File: src/rtl/cpu_ctrl_if.sv
// Control bundle between the instruction decoder / datapath and the sequencer.
// The master side is the sequencer: it reads decoder lines and flags, and drives strobes.
interface cpu_ctrl_if;
  logic       LDA;
  logic       STA;
  logic       ADD;
  logic       SUB;
  logic       XOR;
  logic       INC;
  logic       CLR;
  logic       JMP;
  logic       JPZ;
  logic       JPN;
  logic       HLT;
  logic       Z;
  logic       N;
  logic       MEM_RDY;
  logic       PC_INC;
  logic       PC_LD;
  logic       MAR_SEL;
  logic       MAR_LD;
  logic       IR_LD;
  logic       MEM_RD;
  logic       MEM_WR;
  logic       ACC_LD;
  logic       ACC_CLR;
  logic [2:0] ALU_OP;
  logic       HALTED;
  logic       ILLEGAL;
  logic       BUS_ERR;
  logic [2:0] STATE;

  modport master (
    input  LDA, STA, ADD, SUB, XOR, INC, CLR, JMP, JPZ, JPN, HLT, Z, N, MEM_RDY,
    output PC_INC, PC_LD, MAR_SEL, MAR_LD, IR_LD, MEM_RD, MEM_WR,
           ACC_LD, ACC_CLR, ALU_OP, HALTED, ILLEGAL, BUS_ERR, STATE
  );

  modport slave (
    output LDA, STA, ADD, SUB, XOR, INC, CLR, JMP, JPZ, JPN, HLT, Z, N, MEM_RDY,
    input  PC_INC, PC_LD, MAR_SEL, MAR_LD, IR_LD, MEM_RD, MEM_WR,
           ACC_LD, ACC_CLR, ALU_OP, HALTED, ILLEGAL, BUS_ERR, STATE
  );
endinterface

File: src/rtl/cpu_control_sequencer.sv
// Multi-cycle fetch/decode/execute sequencer for the accumulator CPU,
// with memory wait states and a sticky bus-error on access timeout.
module cpu_control_sequencer #(
  parameter int TO_CYC = 15,
  parameter int TO_W   = 8
) (
  input  logic      CLK,
  input  logic      RST,
  cpu_ctrl_if.master bus
);

  typedef enum logic [2:0] {
    S_F0   = 3'd0,
    S_F1   = 3'd1,
    S_DEC  = 3'd2,
    S_MEM  = 3'd3,
    S_EX   = 3'd4,
    S_HALT = 3'd5
  } state_t;

  localparam logic [2:0]      ALU_PASS = 3'b000;
  localparam logic [2:0]      ALU_ADD  = 3'b001;
  localparam logic [2:0]      ALU_SUB  = 3'b010;
  localparam logic [2:0]      ALU_XOR  = 3'b011;
  localparam logic [2:0]      ALU_INC  = 3'b100;
  localparam logic [TO_W-1:0] TO_LAST  = TO_W'(TO_CYC - 1);

  state_t          state_r;
  state_t          next_state_s;
  logic [TO_W-1:0] tmo_r;
  logic            bus_err_r;
  logic [10:0]     dec_s;
  logic            waiting_s;
  logic            timeout_s;
  logic            dec_ok_s;
  logic            mem_op_s;
  logic            ex_op_s;

  logic            pc_inc_s;
  logic            pc_ld_s;
  logic            mar_sel_s;
  logic            mar_ld_s;
  logic            ir_ld_s;
  logic            mem_rd_s;
  logic            mem_wr_s;
  logic            acc_ld_s;
  logic            acc_clr_s;
  logic [2:0]      alu_op_s;
  logic            illegal_s;

  function automatic logic [3:0] count_ones(input logic [10:0] v);
    logic [3:0] cnt;
    cnt = 4'd0;
    for (int i = 0; i < 11; i++) begin
      cnt = cnt + {3'b000, v[i]};
    end
    return cnt;
  endfunction

  assign dec_s = {bus.HLT, bus.JPN, bus.JPZ, bus.JMP, bus.CLR, bus.INC,
                  bus.XOR, bus.SUB, bus.ADD, bus.STA, bus.LDA};

  assign dec_ok_s  = (count_ones(dec_s) == 4'd1);
  assign mem_op_s  = |dec_s[4:0];
  assign ex_op_s   = |dec_s[9:5];
  assign waiting_s = ((state_r == S_F1) || (state_r == S_MEM)) && !bus.MEM_RDY;
  assign timeout_s = waiting_s && (tmo_r == TO_LAST);

  // State register.
  always_ff @(posedge CLK or posedge RST) begin
    if (RST) begin
      state_r <= S_F0;
    end else begin
      state_r <= next_state_s;
    end
  end

  // Wait-state counter: restarts on every state change.
  always_ff @(posedge CLK or posedge RST) begin
    if (RST) begin
      tmo_r <= {TO_W{1'b0}};
    end else if (next_state_s != state_r) begin
      tmo_r <= {TO_W{1'b0}};
    end else if (waiting_s) begin
      tmo_r <= tmo_r + TO_W'(1);
    end else begin
      tmo_r <= tmo_r;
    end
  end

  // Sticky bus-error flag, cleared only by reset.
  always_ff @(posedge CLK or posedge RST) begin
    if (RST) begin
      bus_err_r <= 1'b0;
    end else if (timeout_s) begin
      bus_err_r <= 1'b1;
    end else begin
      bus_err_r <= bus_err_r;
    end
  end

  // Next-state and strobe decode.
  always_comb begin
    next_state_s = S_F0;
    pc_inc_s     = 1'b0;
    pc_ld_s      = 1'b0;
    mar_sel_s    = 1'b0;
    mar_ld_s     = 1'b0;
    ir_ld_s      = 1'b0;
    mem_rd_s     = 1'b0;
    mem_wr_s     = 1'b0;
    acc_ld_s     = 1'b0;
    acc_clr_s    = 1'b0;
    alu_op_s     = ALU_PASS;
    illegal_s    = 1'b0;

    case (state_r)
      S_F0: begin
        mar_ld_s     = 1'b1;
        next_state_s = S_F1;
      end

      S_F1: begin
        mem_rd_s = 1'b1;
        if (bus.MEM_RDY) begin
          ir_ld_s      = 1'b1;
          pc_inc_s     = 1'b1;
          next_state_s = S_DEC;
        end else if (timeout_s) begin
          next_state_s = S_HALT;
        end else begin
          next_state_s = S_F1;
        end
      end

      S_DEC: begin
        if (!dec_ok_s) begin
          // The PC already moved past this word, so the bad opcode is skipped.
          illegal_s    = 1'b1;
          next_state_s = S_F0;
        end else if (mem_op_s) begin
          mar_sel_s    = 1'b1;
          mar_ld_s     = 1'b1;
          next_state_s = S_MEM;
        end else if (ex_op_s) begin
          next_state_s = S_EX;
        end else begin
          next_state_s = S_HALT;
        end
      end

      S_MEM: begin
        if (bus.STA) begin
          mem_wr_s = 1'b1;
        end else begin
          mem_rd_s = 1'b1;
        end
        if (bus.MEM_RDY) begin
          next_state_s = S_F0;
          if (bus.LDA) begin
            acc_ld_s = 1'b1;
            alu_op_s = ALU_PASS;
          end else if (bus.ADD) begin
            acc_ld_s = 1'b1;
            alu_op_s = ALU_ADD;
          end else if (bus.SUB) begin
            acc_ld_s = 1'b1;
            alu_op_s = ALU_SUB;
          end else if (bus.XOR) begin
            acc_ld_s = 1'b1;
            alu_op_s = ALU_XOR;
          end else begin
            acc_ld_s = 1'b0;
          end
        end else if (timeout_s) begin
          next_state_s = S_HALT;
        end else begin
          next_state_s = S_MEM;
        end
      end

      S_EX: begin
        next_state_s = S_F0;
        if (bus.INC) begin
          acc_ld_s = 1'b1;
          alu_op_s = ALU_INC;
        end else if (bus.CLR) begin
          acc_clr_s = 1'b1;
        end else if (bus.JMP) begin
          pc_ld_s = 1'b1;
        end else if (bus.JPZ) begin
          pc_ld_s = bus.Z;
        end else if (bus.JPN) begin
          pc_ld_s = bus.N;
        end else begin
          pc_ld_s = 1'b0;
        end
      end

      S_HALT: begin
        next_state_s = S_HALT;
      end

      default: begin
        next_state_s = S_F0;
      end
    endcase
  end

  // Reset masks every output immediately, including mid-access.
  assign bus.PC_INC  = pc_inc_s  & ~RST;
  assign bus.PC_LD   = pc_ld_s   & ~RST;
  assign bus.MAR_SEL = mar_sel_s & ~RST;
  assign bus.MAR_LD  = mar_ld_s  & ~RST;
  assign bus.IR_LD   = ir_ld_s   & ~RST;
  assign bus.MEM_RD  = mem_rd_s  & ~RST;
  assign bus.MEM_WR  = mem_wr_s  & ~RST;
  assign bus.ACC_LD  = acc_ld_s  & ~RST;
  assign bus.ACC_CLR = acc_clr_s & ~RST;
  assign bus.ALU_OP  = RST ? 3'b000 : alu_op_s;
  assign bus.ILLEGAL = illegal_s & ~RST;
  assign bus.HALTED  = (state_r == S_HALT) & ~RST;
  assign bus.BUS_ERR = bus_err_r;
  assign bus.STATE   = RST ? 3'b000 : state_r;

endmodule

File: src/flat_wrapper.sv
// flat-port wrapper written by rule: the top's interface ports become plain ports
module cpu_control_sequencer_flat 
#(
  parameter int TO_CYC = 15,
  parameter int TO_W   = 8
)
  (CLK, RST, bus_LDA, bus_STA, bus_ADD, bus_SUB, bus_XOR, bus_INC, bus_CLR, bus_JMP, bus_JPZ, bus_JPN, bus_HLT, bus_Z, bus_N, bus_MEM_RDY, bus_PC_INC, bus_PC_LD, bus_MAR_SEL, bus_MAR_LD, bus_IR_LD, bus_MEM_RD, bus_MEM_WR, bus_ACC_LD, bus_ACC_CLR, bus_ALU_OP, bus_HALTED, bus_ILLEGAL, bus_BUS_ERR, bus_STATE);
  cpu_ctrl_if bus_i ();
  input  logic CLK;
  input  logic RST;
  input wire logic [$bits(bus_i.LDA)-1:0] bus_LDA;
  input wire logic [$bits(bus_i.STA)-1:0] bus_STA;
  input wire logic [$bits(bus_i.ADD)-1:0] bus_ADD;
  input wire logic [$bits(bus_i.SUB)-1:0] bus_SUB;
  input wire logic [$bits(bus_i.XOR)-1:0] bus_XOR;
  input wire logic [$bits(bus_i.INC)-1:0] bus_INC;
  input wire logic [$bits(bus_i.CLR)-1:0] bus_CLR;
  input wire logic [$bits(bus_i.JMP)-1:0] bus_JMP;
  input wire logic [$bits(bus_i.JPZ)-1:0] bus_JPZ;
  input wire logic [$bits(bus_i.JPN)-1:0] bus_JPN;
  input wire logic [$bits(bus_i.HLT)-1:0] bus_HLT;
  input wire logic [$bits(bus_i.Z)-1:0] bus_Z;
  input wire logic [$bits(bus_i.N)-1:0] bus_N;
  input wire logic [$bits(bus_i.MEM_RDY)-1:0] bus_MEM_RDY;
  output wire logic [$bits(bus_i.PC_INC)-1:0] bus_PC_INC;
  output wire logic [$bits(bus_i.PC_LD)-1:0] bus_PC_LD;
  output wire logic [$bits(bus_i.MAR_SEL)-1:0] bus_MAR_SEL;
  output wire logic [$bits(bus_i.MAR_LD)-1:0] bus_MAR_LD;
  output wire logic [$bits(bus_i.IR_LD)-1:0] bus_IR_LD;
  output wire logic [$bits(bus_i.MEM_RD)-1:0] bus_MEM_RD;
  output wire logic [$bits(bus_i.MEM_WR)-1:0] bus_MEM_WR;
  output wire logic [$bits(bus_i.ACC_LD)-1:0] bus_ACC_LD;
  output wire logic [$bits(bus_i.ACC_CLR)-1:0] bus_ACC_CLR;
  output wire logic [$bits(bus_i.ALU_OP)-1:0] bus_ALU_OP;
  output wire logic [$bits(bus_i.HALTED)-1:0] bus_HALTED;
  output wire logic [$bits(bus_i.ILLEGAL)-1:0] bus_ILLEGAL;
  output wire logic [$bits(bus_i.BUS_ERR)-1:0] bus_BUS_ERR;
  output wire logic [$bits(bus_i.STATE)-1:0] bus_STATE;
  assign bus_i.LDA = bus_LDA;
  assign bus_i.STA = bus_STA;
  assign bus_i.ADD = bus_ADD;
  assign bus_i.SUB = bus_SUB;
  assign bus_i.XOR = bus_XOR;
  assign bus_i.INC = bus_INC;
  assign bus_i.CLR = bus_CLR;
  assign bus_i.JMP = bus_JMP;
  assign bus_i.JPZ = bus_JPZ;
  assign bus_i.JPN = bus_JPN;
  assign bus_i.HLT = bus_HLT;
  assign bus_i.Z = bus_Z;
  assign bus_i.N = bus_N;
  assign bus_i.MEM_RDY = bus_MEM_RDY;
  assign bus_PC_INC = bus_i.PC_INC;
  assign bus_PC_LD = bus_i.PC_LD;
  assign bus_MAR_SEL = bus_i.MAR_SEL;
  assign bus_MAR_LD = bus_i.MAR_LD;
  assign bus_IR_LD = bus_i.IR_LD;
  assign bus_MEM_RD = bus_i.MEM_RD;
  assign bus_MEM_WR = bus_i.MEM_WR;
  assign bus_ACC_LD = bus_i.ACC_LD;
  assign bus_ACC_CLR = bus_i.ACC_CLR;
  assign bus_ALU_OP = bus_i.ALU_OP;
  assign bus_HALTED = bus_i.HALTED;
  assign bus_ILLEGAL = bus_i.ILLEGAL;
  assign bus_BUS_ERR = bus_i.BUS_ERR;
  assign bus_STATE = bus_i.STATE;
  cpu_control_sequencer #(.TO_CYC(TO_CYC), .TO_W(TO_W)) u_core (.CLK(CLK), .RST(RST), .bus(bus_i));
endmodule
File: config.mk
export PLATFORM = sky130hd
export DESIGN_NAME = cpu_control_sequencer_flat
export DESIGN_NICKNAME = d
export VERILOG_FILES = /design/src/rtl/cpu_ctrl_if.sv /design/src/rtl/cpu_control_sequencer.sv /design/src/flat_wrapper.sv
export SDC_FILE = /design/constraint.sdc
export NUM_CORES = 1
export LEC_CHECK = 0
export CORE_ASPECT_RATIO = 0.9
export CORE_MARGIN = 2
export CORE_UTILIZATION = 35
export CTS_CLUSTER_SIZE = 24
export DETAILED_ROUTE_END_ITERATION = 16
export PLACE_DENSITY = 0.72
export SYNTH_ARGS = -nofsm -noshare
export SYNTH_HDL_FRONTEND = slang
export SYNTH_SLANG_ARGS = --single-unit
File: constraint.sdc
create_clock -name CLK -period 4.9 [get_ports CLK]
set_input_delay 0.98 -clock CLK [delete_from_list [all_inputs] [get_ports CLK]]
set_output_delay 0.98 -clock CLK [all_outputs]
set_load 0.01 [all_outputs]
==> impl_results.md <==
* GR Overflow Total at 0
* Leak at approximately 0.73 nW
* Critical path capture point type: output pin
* Number of buffers created by CTS at 3
* CP max stage cell: fa_1
* Arr. time, crit path at 4.56 ns
* Initial antenna violation count at 0
* Post-DP HPWL at approximately 2.4 mm
* GP Congestion at 0.747
* Filler Cell Count at 282
* Fin crit share at 1.13
* Avg Inst Size Synth at 8.45 um2
* FF-to-FF setup slack at 3.15 ns
* N_diodes at 0
* Register bit total from synthesis at 12
* Post-synthesis cell count at 133
* Distinct cell type count of the synthesized netlist at 38
* Total wire length at 3.02 mm
* Global-route wire length before repair at 5.01 mm
* DR WL/cell at roughly 14 um
* Setup Viol. Count Final at 3
* Failing checks: setup timing
* DR top layer: met4
* R2r worst-path depth at 6
* Max Slew Vio Count at 0
* Pre-CTS setup slack at -1.44 ns
* Slew margin rel. at 0.539
* Die ar. at 3680 um2
* Largest net degree at the start of global routing at 13
* Fmax at 0.181 GHz
* Starting Density at 0.366
* Sequential cell area at about 300 um2
* Pre-antenna DRT Iters at 4
* Area grow syn2layout at 45.2%
* CTS tree: built
* Share of cells above drive strength 1 at 0.215
* DP Area at 1580 um2
* Die width at 63.7 um
* Critical path peak fanout at 3
* Final hold viol count at 0
* Crit path kind: in2out
* Yosys top cell area share at 0.267
* Area of the multi-input gates at 762 um2
* Reg2reg end: u_core.tmo_r[7]$_DFFE_PP0P_
* Most frequent cells in the layout: 23 x clkdlybuf4s50_1, 16 x nor2_1, 15 x inv_1
* H-tree depth at 1
* RSZ-0062 raised after global routing: true
* WP depth at 17
* Combinational share of power at 0.564
* Met3 WL post-DR at approximately 140 um
* Dpl cells at between 200 and 250
* Worst Setup EP: bus_MAR_LD
* Via/cell ratio at 5.10
* # clock sinks at 12
* Yosys warns at 0
* Reg power frac at 0.306
* Ranking of synthesized cells by area: dfrtp_1 27%, fa_1 11%, ha_1 7.8%
* CP peak stage delay at 0.51 ns
* Maximum vdd drop at between 0.15 and 0.2 mV
* Clock Skew at about 0.0041 ns
* Via count at 1116
* Core area at 3070 um2
* Crit start category: primary input
* Cell accounting for the most synthesized area: dfrtp_1
* Chip height at 57.8 um
* Pwr/cell area at roughly 270 nW/um2
* Minimum clock period at 5.54 ns
* Mapped cell area at 1120 um2
* Layout Cells excl Fill at between 200 and 250
* Clock Tree Buf Depth at 2
* Vias in the first global route at 1127
* DR WL met2 at 1.64 mm
* DRT iter0 DRCs at 21
* Clock Root Buffer: clkbuf_4
* Hold Path Class: reg2reg
* Internal power at 0.263 mW
* Worst path buffer plus inverter count at 7
* Post-CTS Hold Fix Bufs at 0
* Antenna Violating Nets Remaining at 0
* Wire length on met1 at around 1.2 mm
* I/O pin cnt at 34
* Switching Share at 0.410
* Reg2reg start: u_core.tmo_r[0]$_DFFE_PP0P_
* DR DRC count at 0
* NetSw at between 0.15 and 0.2 mW
* Setup crit start: bus_LDA
* # nets final at 208
* Worst-Margin Slew at 0.685 ns
* Worst skew pair latency at 0.26 ns
* Max-Cap Viols at 0
* Final WS setup at -0.636 ns
* Final setup TNS at -1.74 ns
* Delay-heaviest family, CP: adder cells
* Clk network pwr share at 0.131
* I/O Buffers at 33
* Total track usage at 0.172
* Sequential share of the synthesized area at 0.267
* Status: finished, violations left
* Worst path cell trace: buf_6 > ha_4 > inv_2 > fa_1 > inv_1 > fa_1 > inv_2 > fa_1 > inv_1 > ha_2 > inv_2 > fa_2 > a211o_1 > a211oi_2 > nand3_2 > o31ai_4 > buf_2
* Synthesized net count at 162
* Required @ worst endpoint at 3.92 ns
* Commonest non-fill, non-tap cell in the layout: clkdlybuf4s50_1
* Clk pin slew, worst setup/hold paths at around 0.070 ns
* Final Cell Area at about 1600 um2
* # rows at 19
[layout make-up]
| class | instances | area share |
|---|---|---|
| Clock buffer | 3 | 0.0138 |
| Multi-Input combinational cell | 96 | 0.467 |
| Sequential cell | 12 | 0.184 |
| Inverter | 20 | 0.0460 |
| Timing Repair Buffer | 46 | 0.257 |
| Tap cell | 42 | 0.0322 |
[what timing repair did]
action                     in CTS  in global routing
setup endpoints to repair       3                  3
gates resized for setup        38                  1
setup buffers                   2                  1
pin swaps                      11                  3
[Yosys cell counts]
cell and instances:
inv_1 20, nor2_1 16, dfrtp_1 12, ha_1 7, a21oi_1 6, fa_1 6
nand2_1 6, nor3_1 6, nor2b_1 4, xor2_1 4, a211oi_1 3, nand4_1 3
nor4_1 3, o22ai_1 3, xnor2_1 3, and2_1 2, buf_4 2, clkbuf_1 2
nand2b_1 2, nand3_1 2, nand4b_1 2, nor3b_1 2, o21ai_0 2, a211o_1 1
a21o_2 1, a21oi_2 1, and3_1 1, and3b_1 1, and4b_1 1, buf_6 1
mux2i_1 1, nand2_2 1, nor3b_4 1, nor4b_1 1, o211ai_1 1, o21ai_1 1
o31ai_1 1, or3_1 1
[power groups by stage]
stage               clock network, mW  registers [mW]  logic [mW]
floorplan                           0           0.118       0.176
global placement                    0           0.137       0.229
detailed placement                  0           0.138       0.240
CTS                            0.0610           0.136       0.246
global route                   0.0654           0.140       0.278
finish                         0.0583           0.136       0.251
[state kept, by name, indices dropped and copies added, names as in the netlist]
name,cells
u_core.tmo_r,8
u_core.state_r,3
u_core.bus.BUS_ERR,1
[cell families after synthesis]
logic type | synth area share
adder cells (fa/ha/maj) | 0.185
buffers and inverters | 0.0969
flip-flops | 0.267
XOR/XNOR | 0.0546
AO/OA/AOI/OAI | 0.114
multiplexers | 0.00891
AND/OR/NAND/NOR | 0.274
[per-layer routing]
layer | vias to the layer above | track usage
li1 | 533 | -
met1 | 547 | 0.176
met2 | 30 | 0.352
met3 | 6 | 0.0272
met4 | 0 | 0.0621
met5 | - | 0
[through the flow]
step | power, mW | hold slack, ns | util
finish | 0.445 | 0.457 | 0.532
global route | 0.483 | 0.487 | 0.532
floorplan | 0.294 | 0.501 | -
CTS | 0.443 | 0.461 | 0.530
detailed placement | 0.378 | 0.444 | 0.514
global placement | 0.367 | 0.452 | 0.514
[worst min path at each step]
| stage | startpoint | endpoint | depth (start not counted) |
|---|---|---|---|
| 2_1_floorplan | u_core.bus.BUS_ERR$_DFFE_PP0P_ | u_core.bus.BUS_ERR$_DFFE_PP0P_ | 1 |
| 3_3_place_gp | u_core.bus.BUS_ERR$_DFFE_PP0P_ | u_core.bus.BUS_ERR$_DFFE_PP0P_ | 1 |
| 3_5_place_dp | u_core.bus.BUS_ERR$_DFFE_PP0P_ | u_core.bus.BUS_ERR$_DFFE_PP0P_ | 1 |
| 4_1_cts | u_core.bus.BUS_ERR$_DFFE_PP0P_ | u_core.bus.BUS_ERR$_DFFE_PP0P_ | 1 |
| 5_1_grt | u_core.bus.BUS_ERR$_DFFE_PP0P_ | u_core.bus.BUS_ERR$_DFFE_PP0P_ | 1 |
| 6_report | u_core.bus.BUS_ERR$_DFFE_PP0P_ | u_core.bus.BUS_ERR$_DFFE_PP0P_ | 1 |
(Power assumes the default switching activity.)
